$ cat src/rtl/layer_sequencer.sv
// -----------------------------------------------------------------------------
// layer_sequencer
//   Controller for a NUM_LAYERS-deep network of layers: input (index 0),
//   hidden layers, and softmax output (index NUM_LAYERS-1). A pass always
//   runs the forward step. In training mode it then runs the backward
//   (delta) step and the weight-update step.
//
//   Ports
//     clock                  rising-edge clock
//     reset                  synchronous, active-high
//     start                  begin one pass; sampled only in IDLE
//     train                  sampled with start: 1 = fwd+bwd+update, 0 = fwd only
//     busy                   high in FORWARD / BACKWARD / UPDATE
//     done                   one-cycle pulse in DONE
//     enable_layers          one-hot enable of the active layer, 0 when idle
//     active_layer           index of the enabled layer, 0 when idle
//     layer_state            00 hold, 01 forward, 10 backward, 11 update
//     weight_memory_address  weight index swept during UPDATE, 0 otherwise
//     train_count            number of completed training passes (wraps)
// -----------------------------------------------------------------------------
module layer_sequencer #(
   parameter int NUM_LAYERS      = 4,
   parameter int MAX_NUM_NEURONS = 4,
   parameter int LAYER_LATENCY   = 2,
   parameter int CNT_W           = 16
) (
   input  logic                               clock,
   input  logic                               reset,
   input  logic                               start,
   input  logic                               train,
   output logic                               busy,
   output logic                               done,
   output logic [NUM_LAYERS-1:0]              enable_layers,
   output logic [$clog2(NUM_LAYERS)-1:0]      active_layer,
   output logic [1:0]                         layer_state,
   output logic [$clog2(MAX_NUM_NEURONS)-1:0] weight_memory_address,
   output logic [CNT_W-1:0]                   train_count
);

   localparam int LW = $clog2(NUM_LAYERS);
   localparam int AW = $clog2(MAX_NUM_NEURONS);
   // A latency of 1 still needs a 1-bit counter that simply stays at 0.
   localparam int CW = (LAYER_LATENCY > 1) ? $clog2(LAYER_LATENCY) : 1;

   localparam logic [LW-1:0]         LAST_LAYER   = LW'(NUM_LAYERS - 1);
   localparam logic [LW-1:0]         FIRST_HIDDEN = LW'(1);
   localparam logic [AW-1:0]         LAST_ADDR    = AW'(MAX_NUM_NEURONS - 1);
   localparam logic [CW-1:0]         LAST_CNT     = CW'(LAYER_LATENCY - 1);
   localparam logic [NUM_LAYERS-1:0] LAST_EN      = {1'b1, {(NUM_LAYERS-1){1'b0}}};

   typedef enum logic [2:0] {
      S_IDLE,
      S_FORWARD,
      S_BACKWARD,
      S_UPDATE,
      S_DONE
   } state_t;

   typedef enum logic [1:0] {
      LS_HOLD     = 2'b00,
      LS_FORWARD  = 2'b01,
      LS_BACKWARD = 2'b10,
      LS_UPDATE   = 2'b11
   } layer_state_t;

   state_t        state;
   logic          train_q;   // pass type captured at the start-accept edge
   logic [CW-1:0] cnt;       // cycles spent on the current layer step

   // Every output is a register updated together with the state, so the
   // layer instances see glitch-free enables. The enable vector is shifted
   // in step with active_layer, which keeps it equal to 1<<active_layer.
   // NOTE: all state here is written with non-blocking assignments so every
   // register samples pre-edge values, independent of statement order.
   always_ff @(posedge clock) begin
      if (reset) begin
         state                 <= S_IDLE;
         train_q               <= 1'b0;
         cnt                   <= '0;
         busy                  <= 1'b0;
         done                  <= 1'b0;
         enable_layers         <= '0;
         active_layer          <= '0;
         layer_state           <= LS_HOLD;
         weight_memory_address <= '0;
         train_count           <= '0;
      end else begin
         case (state)
            S_IDLE: begin
               if (start) begin
                  state         <= S_FORWARD;
                  train_q       <= train;
                  cnt           <= '0;
                  busy          <= 1'b1;
                  enable_layers <= {{(NUM_LAYERS-1){1'b0}}, 1'b1};
                  active_layer  <= '0;
                  layer_state   <= LS_FORWARD;
               end
            end

            S_FORWARD: begin
               if (cnt == LAST_CNT) begin
                  cnt <= '0;
                  if (active_layer == LAST_LAYER) begin
                     if (train_q) begin
                        // Backward starts on the output layer, already enabled.
                        state       <= S_BACKWARD;
                        layer_state <= LS_BACKWARD;
                     end else begin
                        state         <= S_DONE;
                        busy          <= 1'b0;
                        done          <= 1'b1;
                        enable_layers <= '0;
                        active_layer  <= '0;
                        layer_state   <= LS_HOLD;
                     end
                  end else begin
                     active_layer  <= active_layer + LW'(1);
                     enable_layers <= enable_layers << 1;
                  end
               end else begin
                  cnt <= cnt + CW'(1);
               end
            end

            S_BACKWARD: begin
               if (cnt == LAST_CNT) begin
                  cnt <= '0;
                  if (active_layer == FIRST_HIDDEN) begin
                     // The input layer has no deltas; jump back to the top.
                     state                 <= S_UPDATE;
                     layer_state           <= LS_UPDATE;
                     active_layer          <= LAST_LAYER;
                     enable_layers         <= LAST_EN;
                     weight_memory_address <= '0;
                  end else begin
                     active_layer  <= active_layer - LW'(1);
                     enable_layers <= enable_layers >> 1;
                  end
               end else begin
                  cnt <= cnt + CW'(1);
               end
            end

            S_UPDATE: begin
               if (weight_memory_address == LAST_ADDR) begin
                  weight_memory_address <= '0;
                  if (active_layer == FIRST_HIDDEN) begin
                     // Only training passes reach here, so count unconditionally.
                     state         <= S_DONE;
                     busy          <= 1'b0;
                     done          <= 1'b1;
                     enable_layers <= '0;
                     active_layer  <= '0;
                     layer_state   <= LS_HOLD;
                     train_count   <= train_count + CNT_W'(1);
                  end else begin
                     active_layer  <= active_layer - LW'(1);
                     enable_layers <= enable_layers >> 1;
                  end
               end else begin
                  weight_memory_address <= weight_memory_address + AW'(1);
               end
            end

            S_DONE: begin
               // start is deliberately not looked at here.
               state <= S_IDLE;
               done  <= 1'b0;
            end

            default: begin
               state                 <= S_IDLE;
               cnt                   <= '0;
               busy                  <= 1'b0;
               done                  <= 1'b0;
               enable_layers         <= '0;
               active_layer          <= '0;
               layer_state           <= LS_HOLD;
               weight_memory_address <= '0;
            end
         endcase
      end
   end

endmodule
$ cat config.mk
export PLATFORM = sky130hd
export DESIGN_NAME = layer_sequencer
export DESIGN_NICKNAME = d
export VERILOG_FILES = /design/src/rtl/layer_sequencer.sv
export SDC_FILE = /design/constraint.sdc
export NUM_CORES = 1
export LEC_CHECK = 0
export ABC_AREA = 1
export CAP_MARGIN = 20
export CORE_MARGIN = 2
export CORE_UTILIZATION = 25
export CTS_CLUSTER_DIAMETER = 50
export DETAILED_ROUTE_END_ITERATION = 7
export PLACE_DENSITY = 0.43
export SYNTH_ARGS = -nofsm -noshare
export SYNTH_HDL_FRONTEND = slang
export SYNTH_SLANG_ARGS = --single-unit
$ cat constraint.sdc
create_clock -name clock -period 2.6 [get_ports clock]
set_clock_uncertainty 0.15 [all_clocks]
set_input_delay 0.26 -clock clock [delete_from_list [all_inputs] [get_ports clock]]
set_output_delay 0.26 -clock clock [all_outputs]
set_load 0.02 [all_outputs]
# Word-level counts from Yosys, hierarchy flattened
# Cells that the tools add are included.
[op_classes]
addsub = 5
n_eq_ne = 16
n_mux = 55
bitwise = 5
reduce_logical = 15
[op_table]
columns = ["operator", "n"]
rows = [
  ["2-bit two-way mux", 18],
  ["4-bit two-way mux", 7],
  ["3-bit two-way mux", 9],
  ["2-bit one-hot mux with 5 select lines", 2],
  ["4-bit one-hot mux with 5 select lines", 1],
  ["16-bit by 1-bit adder with 16-bit output, second input constant", 1],
  ["2-bit inequality test, second input constant", 8],
  ["7-bit AND reduction", 2],
  ["1-bit two-way mux", 13],
  ["3-bit one-hot mux with 4 select lines", 1],
  ["6-bit AND reduction", 2],
  ["8-bit AND reduction", 1],
  ["2-bit OR reduction", 4],
  ["3-bit by 2-bit equality test with 1-bit output, second input constant", 2],
  ["1-bit one-hot mux with 3 select lines", 2],
  ["2-bit one-hot mux with 3 select lines", 1],
  ["3-bit AND reduction", 2],
  ["1-bit NOT", 5],
  ["2-bit by 1-bit adder with 2-bit output, second input constant", 2],
  ["2-bit equality test, second input constant", 2],
  ["1-bit one-hot mux with 4 select lines", 1],
  ["2-bit AND reduction", 2],
  ["3-bit by 1-bit equality test with 1-bit output, second input constant", 1],
  ["3-bit equality test, second input constant", 1],
  ["6 further kinds", 6],
]
[word_totals]
ff_bits = 33
in_bits = 4
output_inout_bits = 28
elab_cells = 106

# Depth between registers and ports, before layout
[logic_depth]
ltp_word = 4
ltp_mapped = 10
mapped_depth_nobuf = 10

# Worst setup path before layout
# No wires, ideal clock.
[synth_timing]
path_type = "register to register"
startpoint = "register active_layer[0]"
endpoint = "register layer_state[1]"
setup_ns = 0.109
arrival_ns = 1.393
required_ns = 2.341
path_slack_ns = 0.948
stages_incl_launch_ff = 9
n_path_buf = 0
period_less_slack_ns = 1.652
cell_sequence = "dfxtp_1 > ha_1 > inv_1 > o21ai_0 > nand2_1 > nor2_1 > nor2_1 > nand2_1 > inv_1"
[synth_between]
elab_chain_cells = 3
elab_cells_between_ends = 6
classes_between = "eq/ne (5); reduce/logical (1)"
[synth_rtl]
columns = ["element", "line", "source"]
rows = [
  ["start, declared", "34", "output logic [$clog2(NUM_LAYERS)-1:0] active_layer,"],
  ["start signal, assigned", "118", "active_layer <= active_layer + LW'(1);"],
  ["start signal, assigned", "137", "active_layer <= active_layer - LW'(1);"],
  ["start signal, assigned", "158", "active_layer <= active_layer - LW'(1);"],
  ["2-bit by 1-bit equality test with 1-bit output or 2-bit equality test (tied branches)", "129, 148, 104", ""],
  ["2-bit inequality test (no line)", "--", ""],
  ["8-bit AND reduction (no line) (*)", "--", ""],
  ["end signal, assigned", "132", "layer_state <= LS_UPDATE;"],
  ["end signal, assigned", "155", "layer_state <= LS_HOLD;"],
  ["end signal, assigned", "179", "layer_state <= LS_HOLD;"],
  ["end, declared", "35", "output logic [1:0] layer_state,"],
]
# Mark *: on every way between the ends. The rest lies on a longest branch, timed or not.
# A chain may end at the register's enable or synchronous reset.

# Worst setup path after layout
[layout_timing]
startpoint = "register active_layer[0]"
endpoint = "output port active_layer[0]"
# No word-level cell between the ends.

==> flow_summary.yaml <==
outcome:
  outcome: "finished clean"
worst_setup_path:
  rrSetupSlack_ps: 750
  worst-path-buf-inv: 1
  path_cells: "clkdlybuf4s50_1"
  crit_slowest_cell: "clkdlybuf4s50_1"
  required_ps: 2190
  crit_type: "register to output port"
  critical_path.max_stage_delay_ps: 670
  path_max_fanout: 8
  arrival_ps: 1450
  crit_path_end_kind: "output port"
  crit_family: "buffers and inverters"
  crit_path_start_kind: "register"
global_route:
  grt_usage_pct: 12.70
  grt_max_degree: 21
  antenna_found_initial: 0
  grt_overflow_total: 0
  grt_pass1_vias: 1861
  grt_pass1_wl_mm: 8.604
sta:
  finalSetupViolations: 0
  hold_viol: 0
  worst_pin_slew_ps: 693.6
  slew_headroom_pct: 53.71
  maxSlewViolCount: 0
  fmax_mhz: 536.2
  min_period_ps: 1865
  rsz0062_at_grt: "no"
  period_share_pct: 71.73
  fin_setup_tns_ps: 0
floorplan:
  die_w_um: 91.94
  core_um2: 7607
  die_h_um: 91.94
  dieArea_um2: 8452
  ios: 32
  std_cell_rows: 32
  initial_utilization_pct: 25.41
power:
  p_per_area_nw_per_um2: 896.6
  leakage_nw: 1.064
  vdd_ir_drop_max_uv: 287.7
synth:
  syn-instance-count: 299
  syn_avg_cell_area_um2: 6.465
  syn_nets: 310
  ys_ff_latch: 33
  yosysUniqueCellTypes: 28
  ys_warn_count: 0
  synth_area_um2: 1933
  ys_seq_area_share_pct: 34.17
final_layout:
  multiInputGateArea_um2: 1085
  nNetsFinal: 344
  antenna_cells: 0
  drive_gt1_share_pct: 7.186
  design_area_um2: 2439
  num-fill-cells: 857
  regArea_um2: 660.6
  syn2layout_area_growth_pct: 26.15
route:
  num_vias: 1917
  via_per_inst: 4.397
  firstDrtPassIters: 4
  detail-route-antenna-nets: 0
  route.detailed.drc: 0
  drt_wl_total_mm: 4.927
  dr.first_iter.drc_count: 60
  wl_per_cell_um: 11.30
clocking:
  cts_tree: "yes"
  cts.sinks: 33
  ctsHtreeMaxLevel: 2
  cts-root-buf: "clkbuf_8"
  holdBufCountCts: 0
  clkTransAtPathRegs_ps: 70
  post_cts_buffers: 0
  cts_resized: 0
  cts.path.max_buffers: 2
  clock_latency_ps: 290
  numCtsBuffers: 5
placement:
  placed_cell_area_um2: 2337
  numPortBuffers: 31
  gp_routability_congestion: 0.8359
  hpwl_mm: 3.634
worst_hold_path:
  hold_path.class: "register to register"
run:
  drv_cap: 0
[stage by stage]
stage	worst slack (ps)	utilization [%]	hold slack, ps	std cells	power [mW]
after floorplan	948.5	-	189.3	299	1.505
after global placement	694.6	30.72	302.0	428	1.768
final	735.0	32.06	309.9	436	2.186
after detailed placement	668.2	30.72	302.5	428	1.765
after CTS	695.4	32.06	314.3	436	2.227
after global routing	538.8	32.06	334.4	436	2.410
[worst paths after layout]
path                                      start          endpoint  cells past startpoint
worst max-delay path            active_layer[0]   active_layer[0]                      1
worst min-delay path                    train_q           train_q                      2
worst max register to register         state[1]  enable_layers[2]                      8
worst min register to register          train_q           train_q                      2
[power breakdown]
group | internal [mW] | total, mW | switching, mW
clock | 0.240 | 0.440 | 0.200
sequential | 0.595 | 0.692 | 0.0973
combinational | 0.388 | 1.05 | 0.666
[synth_stat cells]
| library cell | n | area, µm² |
|---|---|---|
| nand3_4 | 1 | 17.52 |
| inv_2 | 1 | 3.750 |
| nand2_1 | 79 | 296.5 |
| nor2_1 | 55 | 206.5 |
| inv_1 | 36 | 135.1 |
| nor2b_1 | 1 | 6.260 |
| buf_6 | 3 | 33.78 |
| nand2_2 | 2 | 12.51 |
| nand4_1 | 2 | 12.51 |
| o21bai_1 | 1 | 7.510 |
| nor2_2 | 3 | 18.77 |
| clkbuf_1 | 2 | 7.510 |
| nand3_2 | 1 | 10.01 |
| nand3b_1 | 2 | 15.01 |
| ha_1 | 7 | 87.58 |
| nor2_4 | 3 | 33.78 |
| nor3_1 | 4 | 20.02 |
| buf_4 | 1 | 7.510 |
| o21ai_1 | 1 | 5.000 |
| or2_2 | 1 | 6.260 |
| a21oi_1 | 15 | 75.07 |
| o21ai_0 | 13 | 65.06 |
| nand3_1 | 27 | 135.1 |
| nor3_2 | 1 | 10.01 |
| a31oi_1 | 1 | 6.260 |
| xnor2_1 | 2 | 17.52 |
| dfxtp_1 | 33 | 660.6 |
| nor2_8 | 1 | 20.02 |
[area by class of cell]
class	instances	share of cell area, %
tap	102	5.233
inverter	37	5.695
clock inverter	1	0.2052
timing repair buffer	33	13.34
sequential	33	27.09
clock buffer	7	3.951
multi-input combinational	223	44.48
[layer usage]
layer  wire, µm  track usage (%)  vias up
li1           -                -     1005
met5          0                0        -
met3        221            2.712        9
met1       2303            16.26      856
met4         79            4.104        0
met2       2322            21.26       47
[registers in the layout, indices dropped and copies added, names as in the netlist]
name / flops
weight_memory_address: 2
train_q: 1
active_layer: 2
busy: 1
cnt: 1
enable_layers: 4
state: 3
done: 1
train_count: 16
layer_state: 2
[placed cells by master, fill, tap and decap left out, types with 4 or more instances in the layout]
cell type / synthesis / routed
nor2_1: 55 / 55
inv_1: 36 / 36
nand2_1: 79 / 79
nor3_1: 4 / 4
nand3_1: 27 / 27
a21oi_1: 15 / 15
o21ai_0: 13 / 13
ha_1: 7 / 7
clkdlybuf4s50_1: 0 / 31
dfxtp_1: 33 / 33
clkbuf_8: 0 / 7
[logic make-up after synthesis]
family / Yosys count / synth area share, %
simple gates: 183 / 42.46
buf+inv: 43 / 9.709
flops: 33 / 34.17
compound gates: 31 / 8.220
fa+ha+maj: 7 / 4.531
xor+xnor: 2 / 0.9063
Power figures use the tool's default switching activity.
